[src/rtl/sap_controller_sequencer.sv]
// SAP-1 controller-sequencer: one-hot T1..T6 ring counter, sticky halt and opcode-to-control-word decoder.
// Optional build macro SAP_VARIABLE_MACHINE_CYCLE_EN returns to T1 right after the last useful execute state.
module sap_controller_sequencer (
    input  logic        CLK,
    input  logic        CLR_BAR,
    input  logic [3:0]  OPCODE,
    output logic [11:0] CON,
    output logic [5:0]  T,
    output logic        HLT
);

    typedef enum logic [5:0] {
        ST_T1 = 6'b000001,
        ST_T2 = 6'b000010,
        ST_T3 = 6'b000100,
        ST_T4 = 6'b001000,
        ST_T5 = 6'b010000,
        ST_T6 = 6'b100000
    } ring_e;

    localparam logic [3:0] OP_LDA = 4'b0000;
    localparam logic [3:0] OP_ADD = 4'b0001;
    localparam logic [3:0] OP_SUB = 4'b0010;
    localparam logic [3:0] OP_OUT = 4'b1110;
    localparam logic [3:0] OP_HLT = 4'b1111;

    // Control word bit order: {Cp, Ep, LM_BAR, CE_BAR, LI_BAR, EI_BAR, LA_BAR, EA, Su, EU, LB_BAR, LO_BAR}
    localparam logic [11:0] CW_NOP      = 12'h3E3;
    localparam logic [11:0] CW_FETCH_T1 = 12'h5E3;
    localparam logic [11:0] CW_FETCH_T2 = 12'hBE3;
    localparam logic [11:0] CW_FETCH_T3 = 12'h263;
    localparam logic [11:0] CW_IR_TO_MAR = 12'h1A3;
    localparam logic [11:0] CW_RAM_TO_A = 12'h2C3;
    localparam logic [11:0] CW_RAM_TO_B = 12'h2E1;
    localparam logic [11:0] CW_ADD_TO_A = 12'h3C7;
    localparam logic [11:0] CW_SUB_TO_A = 12'h3CF;
    localparam logic [11:0] CW_A_TO_OUT = 12'h3F2;

    ring_e       ring_q, ring_d;
    logic        hlt_q, hlt_d;
    logic [11:0] con_w;

    always_comb begin
        ring_d = ring_q;
        hlt_d  = hlt_q;
        if (!hlt_q) begin
            case (ring_q)
                ST_T1: ring_d = ST_T2;
                ST_T2: ring_d = ST_T3;
                ST_T3: ring_d = ST_T4;
                ST_T4: begin
                    // A halting instruction parks the ring in T4 for good.
                    if (OPCODE == OP_HLT) begin
                        hlt_d = 1'b1;
                    end else begin
`ifdef SAP_VARIABLE_MACHINE_CYCLE_EN
                        if ((OPCODE == OP_LDA) || (OPCODE == OP_ADD) || (OPCODE == OP_SUB)) begin
                            ring_d = ST_T5;
                        end else begin
                            ring_d = ST_T1;
                        end
`else
                        ring_d = ST_T5;
`endif
                    end
                end
                ST_T5: begin
`ifdef SAP_VARIABLE_MACHINE_CYCLE_EN
                    ring_d = (OPCODE == OP_LDA) ? ST_T1 : ST_T6;
`else
                    ring_d = ST_T6;
`endif
                end
                ST_T6:   ring_d = ST_T1;
                default: ring_d = ST_T1;
            endcase
        end
    end

    always_ff @(posedge CLK or negedge CLR_BAR) begin
        if (!CLR_BAR) begin
            ring_q <= ST_T1;
            hlt_q  <= 1'b0;
        end else begin
            ring_q <= ring_d;
            hlt_q  <= hlt_d;
        end
    end

    always_comb begin
        con_w = CW_NOP;
        if (!hlt_q) begin
            case (ring_q)
                ST_T1: con_w = CW_FETCH_T1;
                ST_T2: con_w = CW_FETCH_T2;
                ST_T3: con_w = CW_FETCH_T3;
                ST_T4: begin
                    case (OPCODE)
                        OP_LDA, OP_ADD, OP_SUB: con_w = CW_IR_TO_MAR;
                        OP_OUT:                 con_w = CW_A_TO_OUT;
                        default:                con_w = CW_NOP;
                    endcase
                end
                ST_T5: begin
                    case (OPCODE)
                        OP_LDA:         con_w = CW_RAM_TO_A;
                        OP_ADD, OP_SUB: con_w = CW_RAM_TO_B;
                        default:        con_w = CW_NOP;
                    endcase
                end
                ST_T6: begin
                    case (OPCODE)
                        OP_ADD:  con_w = CW_ADD_TO_A;
                        OP_SUB:  con_w = CW_SUB_TO_A;
                        default: con_w = CW_NOP;
                    endcase
                end
                default: con_w = CW_NOP;
            endcase
        end
    end

    assign CON = con_w;
    assign T   = ring_q;
    assign HLT = hlt_q;

endmodule

[config.mk]
export PLATFORM = sky130hd
export DESIGN_NAME = sap_controller_sequencer
export DESIGN_NICKNAME = d
export VERILOG_FILES = /design/src/rtl/sap_controller_sequencer.sv
export SDC_FILE = /design/constraint.sdc
export NUM_CORES = 1
export LEC_CHECK = 0
export ABC_AREA = 1
export CAP_MARGIN = 10
export CORE_MARGIN = 10
export CORE_UTILIZATION = 44
export CTS_CLUSTER_DIAMETER = 30
export DETAILED_ROUTE_END_ITERATION = 12
export HOLD_SLACK_MARGIN = 0.12
export PLACE_DENSITY = 0.82
export SYNTH_ARGS = -nofsm -noshare
export SYNTH_HDL_FRONTEND = slang
export SYNTH_SLANG_ARGS = --single-unit
[constraint.sdc]
create_clock -name CLK -period 2.58 [get_ports CLK]
set_clock_uncertainty 0.2 [all_clocks]
set_input_delay 0.516 -clock CLK [delete_from_list [all_inputs] [get_ports CLK]]
set_output_delay 0.516 -clock CLK [all_outputs]
set_load 0.005 [all_outputs]
==> results of run 1 <==
metrics by stage:
| stage | utilization | total power, mW | setup WS [ns] |
|---|---|---|---|
| floorplan | - | 0.436 | 0.757 |
| global placement | 0.682 | 0.693 | -0.206 |
| detailed placement | 0.682 | 0.704 | -0.270 |
| CTS | 0.762 | 0.852 | 0.0653 |
| global route | 0.770 | 0.929 | -0.0290 |
| finish | 0.770 | 0.860 | 0.0649 |
routing by layer:
metal,GRT usage,vias up,part of all wire
met5,0,-,0
met4,0.0369,0,0.0080
met3,0.0597,2,0.075
met2,0.226,28,0.54
met1,0.146,365,0.38
li1,-,386,-
cells in the final DEF, fill, tap and decap left out, types with 2 or more instances in the layout:
| cell type | netlist | final |
|---|---|---|
| sky130_fd_sc_hd__nand2_1 | 26 | 23 |
| sky130_fd_sc_hd__nor2_1 | 22 | 14 |
| sky130_fd_sc_hd__clkdlybuf4s50_1 | 0 | 13 |
| sky130_fd_sc_hd__inv_1 | 14 | 12 |
| sky130_fd_sc_hd__dlygate4sd2_1 | 0 | 11 |
| sky130_fd_sc_hd__buf_4 | 0 | 8 |
| sky130_fd_sc_hd__nand3_1 | 7 | 7 |
| sky130_fd_sc_hd__nor2_2 | 1 | 6 |
| sky130_fd_sc_hd__nor2_4 | 2 | 5 |
| sky130_fd_sc_hd__nand2_2 | 1 | 4 |
| sky130_fd_sc_hd__dfrtp_1 | 6 | 3 |
| sky130_fd_sc_hd__dfrtp_2 | 0 | 3 |
| sky130_fd_sc_hd__o21ai_2 | 1 | 3 |
| sky130_fd_sc_hd__nand4_1 | 3 | 3 |
| sky130_fd_sc_hd__clkbuf_4 | 0 | 3 |
| sky130_fd_sc_hd__inv_2 | 0 | 2 |
| sky130_fd_sc_hd__o21ai_1 | 4 | 2 |
report_power, final:
group / switching [mW] / total [mW] / internal [mW]
combinational: 0.311 / 0.582 / 0.271
clock: 0.0442 / 0.103 / 0.0593
sequential: 0.0304 / 0.174 / 0.144
total: 0.386 / 0.860 / 0.474
flip-flops by register name (all words and copies together) (netlist names):
name / cells
HLT: 1
T: 6
worst max-delay path: cells and delay by family:
| family | cells | cell delay (ns) |
|---|---|---|
| buf+inv | 2 | 0.73 |
| simple gates | 6 | 0.56 |
what timing repair did:
action / CTS / global route
buffers inserted: 5 / 0
pin swaps: 6 / 0
gates resized for setup: 30 / 5
endpoints found under the setup margin: 9 / 4
cells by family after synthesis:
| group | after synthesis | synth area share |
|---|---|---|
| and+or+nand+nor | 68 | 0.531 |
| buffers and inverters | 15 | 0.0943 |
| AOI/OAI and AO/OA | 9 | 0.0861 |
| DFF | 7 | 0.289 |
worst max-delay path by stage:
| stage | cells after the start | endpoint |
|---|---|---|
| final | 8 | CON[6] |
| after global routing | 6 | CON[10] |
| after CTS | 8 | CON[6] |
| after floorplan | 5 | CON[0] |
| after global placement | 6 | CON[2] |
| after detailed placement | 6 | CON[2] |
area by class of cell:
cell class,instances,area [µm²]
fillers,108,299
inverters,14,52.6
multi-input cells,77,438
clock buffers,4,26.3
flip-flops and latches,7,180
well taps,15,18.8
repair buffers,32,287
==> results.md, run 1 <==
- Outcome: finished, final reports clean
- Static leakage: between 0.5 and 0.6 nW
- Source of the worst hold timing path: T[0]
- Cell type contributing the most total cell area after synthesis: sky130_fd_sc_hd__dfrtp_1
- Routed wirelength normalized by instance count: 14.3 µm
- Placed Instance Area: 887 µm²
- Crit-path max cell delay: approximately 0.46 ns
- Setup violations, final: 0
- Setup crit start kind: input port
- Time the final worst path needs with I/O delays and setup: 2.52 ns
- Worst hold path depth: 2
- Antenna diodes: 0
- Largest net degree at the start of global routing: 13
- Bufs on Longest Clock Path: 2
- Final HPWL DP: around 1600 µm
- Fin nets: 141
- Worst reg-to-reg path cell count: 4
- Register-to-Register Setup Slack: about 1.1 ns
- Clock-pin slew reported for the worst setup and hold paths after clock tree synthesis: 0.05 ns
- CTS tree: done
- Via count normalized by instance count: 5.24
- Critical path start-end classification: in -> out
- Critical Path, Cell by Cell: clkdlybuf4s50_1, nor2_4, nand2_1, nand2_1, nand2_1, nor2_2, nand3_1, dlygate4sd2_1
- Max-Slew Margin vs Limit: 0.702
- Global-route wire length before repair: 3620 µm
- Number of antenna violations at the first check in global routing: 0
- I/O pins: 25
- Kind of capture point of the worst setup path: output pin
- Setup repair after global routing missed its margin: yes
- Fin Hold WS: 0.301 ns
- Combined area of all synthesized cells: 611 µm²
- Routability congestion estimate from global placement: 0.816
- Number of placed cells counting well taps: 140
- Worst voltage drop across the vdd grid: roughly 0.00071 V
- Die area: 0.00328 mm²
- Number of global-route vias before repair: roughly 750
- Most frequent cell after synthesis: sky130_fd_sc_hd__nand2_1
- Number of DRC markers after the initial detailed-route iteration: 20
- Count of state elements after synthesis: 7
- Source of the worst register-to-register timing path: HLT
- Floorplan Core Area: roughly 0.0013 mm²
- First drt pass iteration count: 4
- Most prevalent standard cell on the critical path: sky130_fd_sc_hd__nand2_1
- Final-report hold violation count: 0
- Data arrival time of the critical path: 1.80 ns
- Count of cell types in the netlist: 22
- Starting density of the core: 0.469
- Count of non-filler cells in the finished layout: about 150
- Hold bufs inserted after CTS: 0
- Share of the yosys chip area belonging to registers: 0.289
- Final standard cell area without fillers: 0.00100 mm²
- Number of enable flip-flop cells after synthesis: 0
- Top cell type's share of synthesized area: 0.246
- Total CTS buffers: 3
- Signed area change from the synthesized netlist to the final layout: 64.1%
- Worst min-delay path category: reg -> reg
- Number of max-cap violations: 0
- Post-synth top flop: sky130_fd_sc_hd__dfrtp_1
- Fmax achieved: 0.398 GHz
- Overflow left after global routing: 0
- Synthesized area per cell: 6.17 µm²
- Count of mapped cells out of synthesis: 99
- Total via count after detailed routing: slightly below 800
- List of most frequent post-synthesis cells: sky130_fd_sc_hd__nand2_1, sky130_fd_sc_hd__nor2_1, sky130_fd_sc_hd__inv_1
- Number of sinks handled by clock tree synthesis: 7
- Yosys warnings: 0
- Final total negative setup slack: 0 ns
- Synth area leaders: sky130_fd_sc_hd__dfrtp_1, sky130_fd_sc_hd__nand2_1, sky130_fd_sc_hd__nor2_1
- Die Width: 57.3 µm
- Maximum fanout count along the critical path: 4
- Final cycle utilization of the critical path: 0.975
- FP Rows: 13
- FFs w/ async S/R, synth: 1.00
- CP startpoint: OPCODE[2]
- CTS HTree Levels: 1
- Number of remaining DRC errors: 0
- Cell Pwr Density: roughly 860 mW/mm²
- Clock root buffer: sky130_fd_sc_hd__clkbuf_4
- Post-Syn Nets: 105
- Die outline height: 57.3 µm
- Residual antenna-violating net count after detailed routing: 0
- Number of port buffers: 24
- Data required time at the worst endpoint: 1.86 ns
- All-Layer GR Usage: 0.133
- Worst Hold Endpoint: T[0]
- Least-Margin Pin Slew: 0.447 ns
- Capture point of the worst reg-to-reg path: T[1]
- Max-slew violations: 0
- Clock insertion delay at the later pin of the skew report: 0.26 ns
- Ratio of cells with drive above 1 in the final layout: 0.284
- Detailed Route WL: 2140 µm
- CP max stage cell: sky130_fd_sc_hd__clkdlybuf4s50_1
No activity file was read; power rests on OpenSTA's default activity.
==> run 2: changes to the inputs <==
- CTS_CLUSTER_SIZE: default -> 8
==> results of run 2 <==
The final DEF is identical to that of run 1; final timing and power are the same.
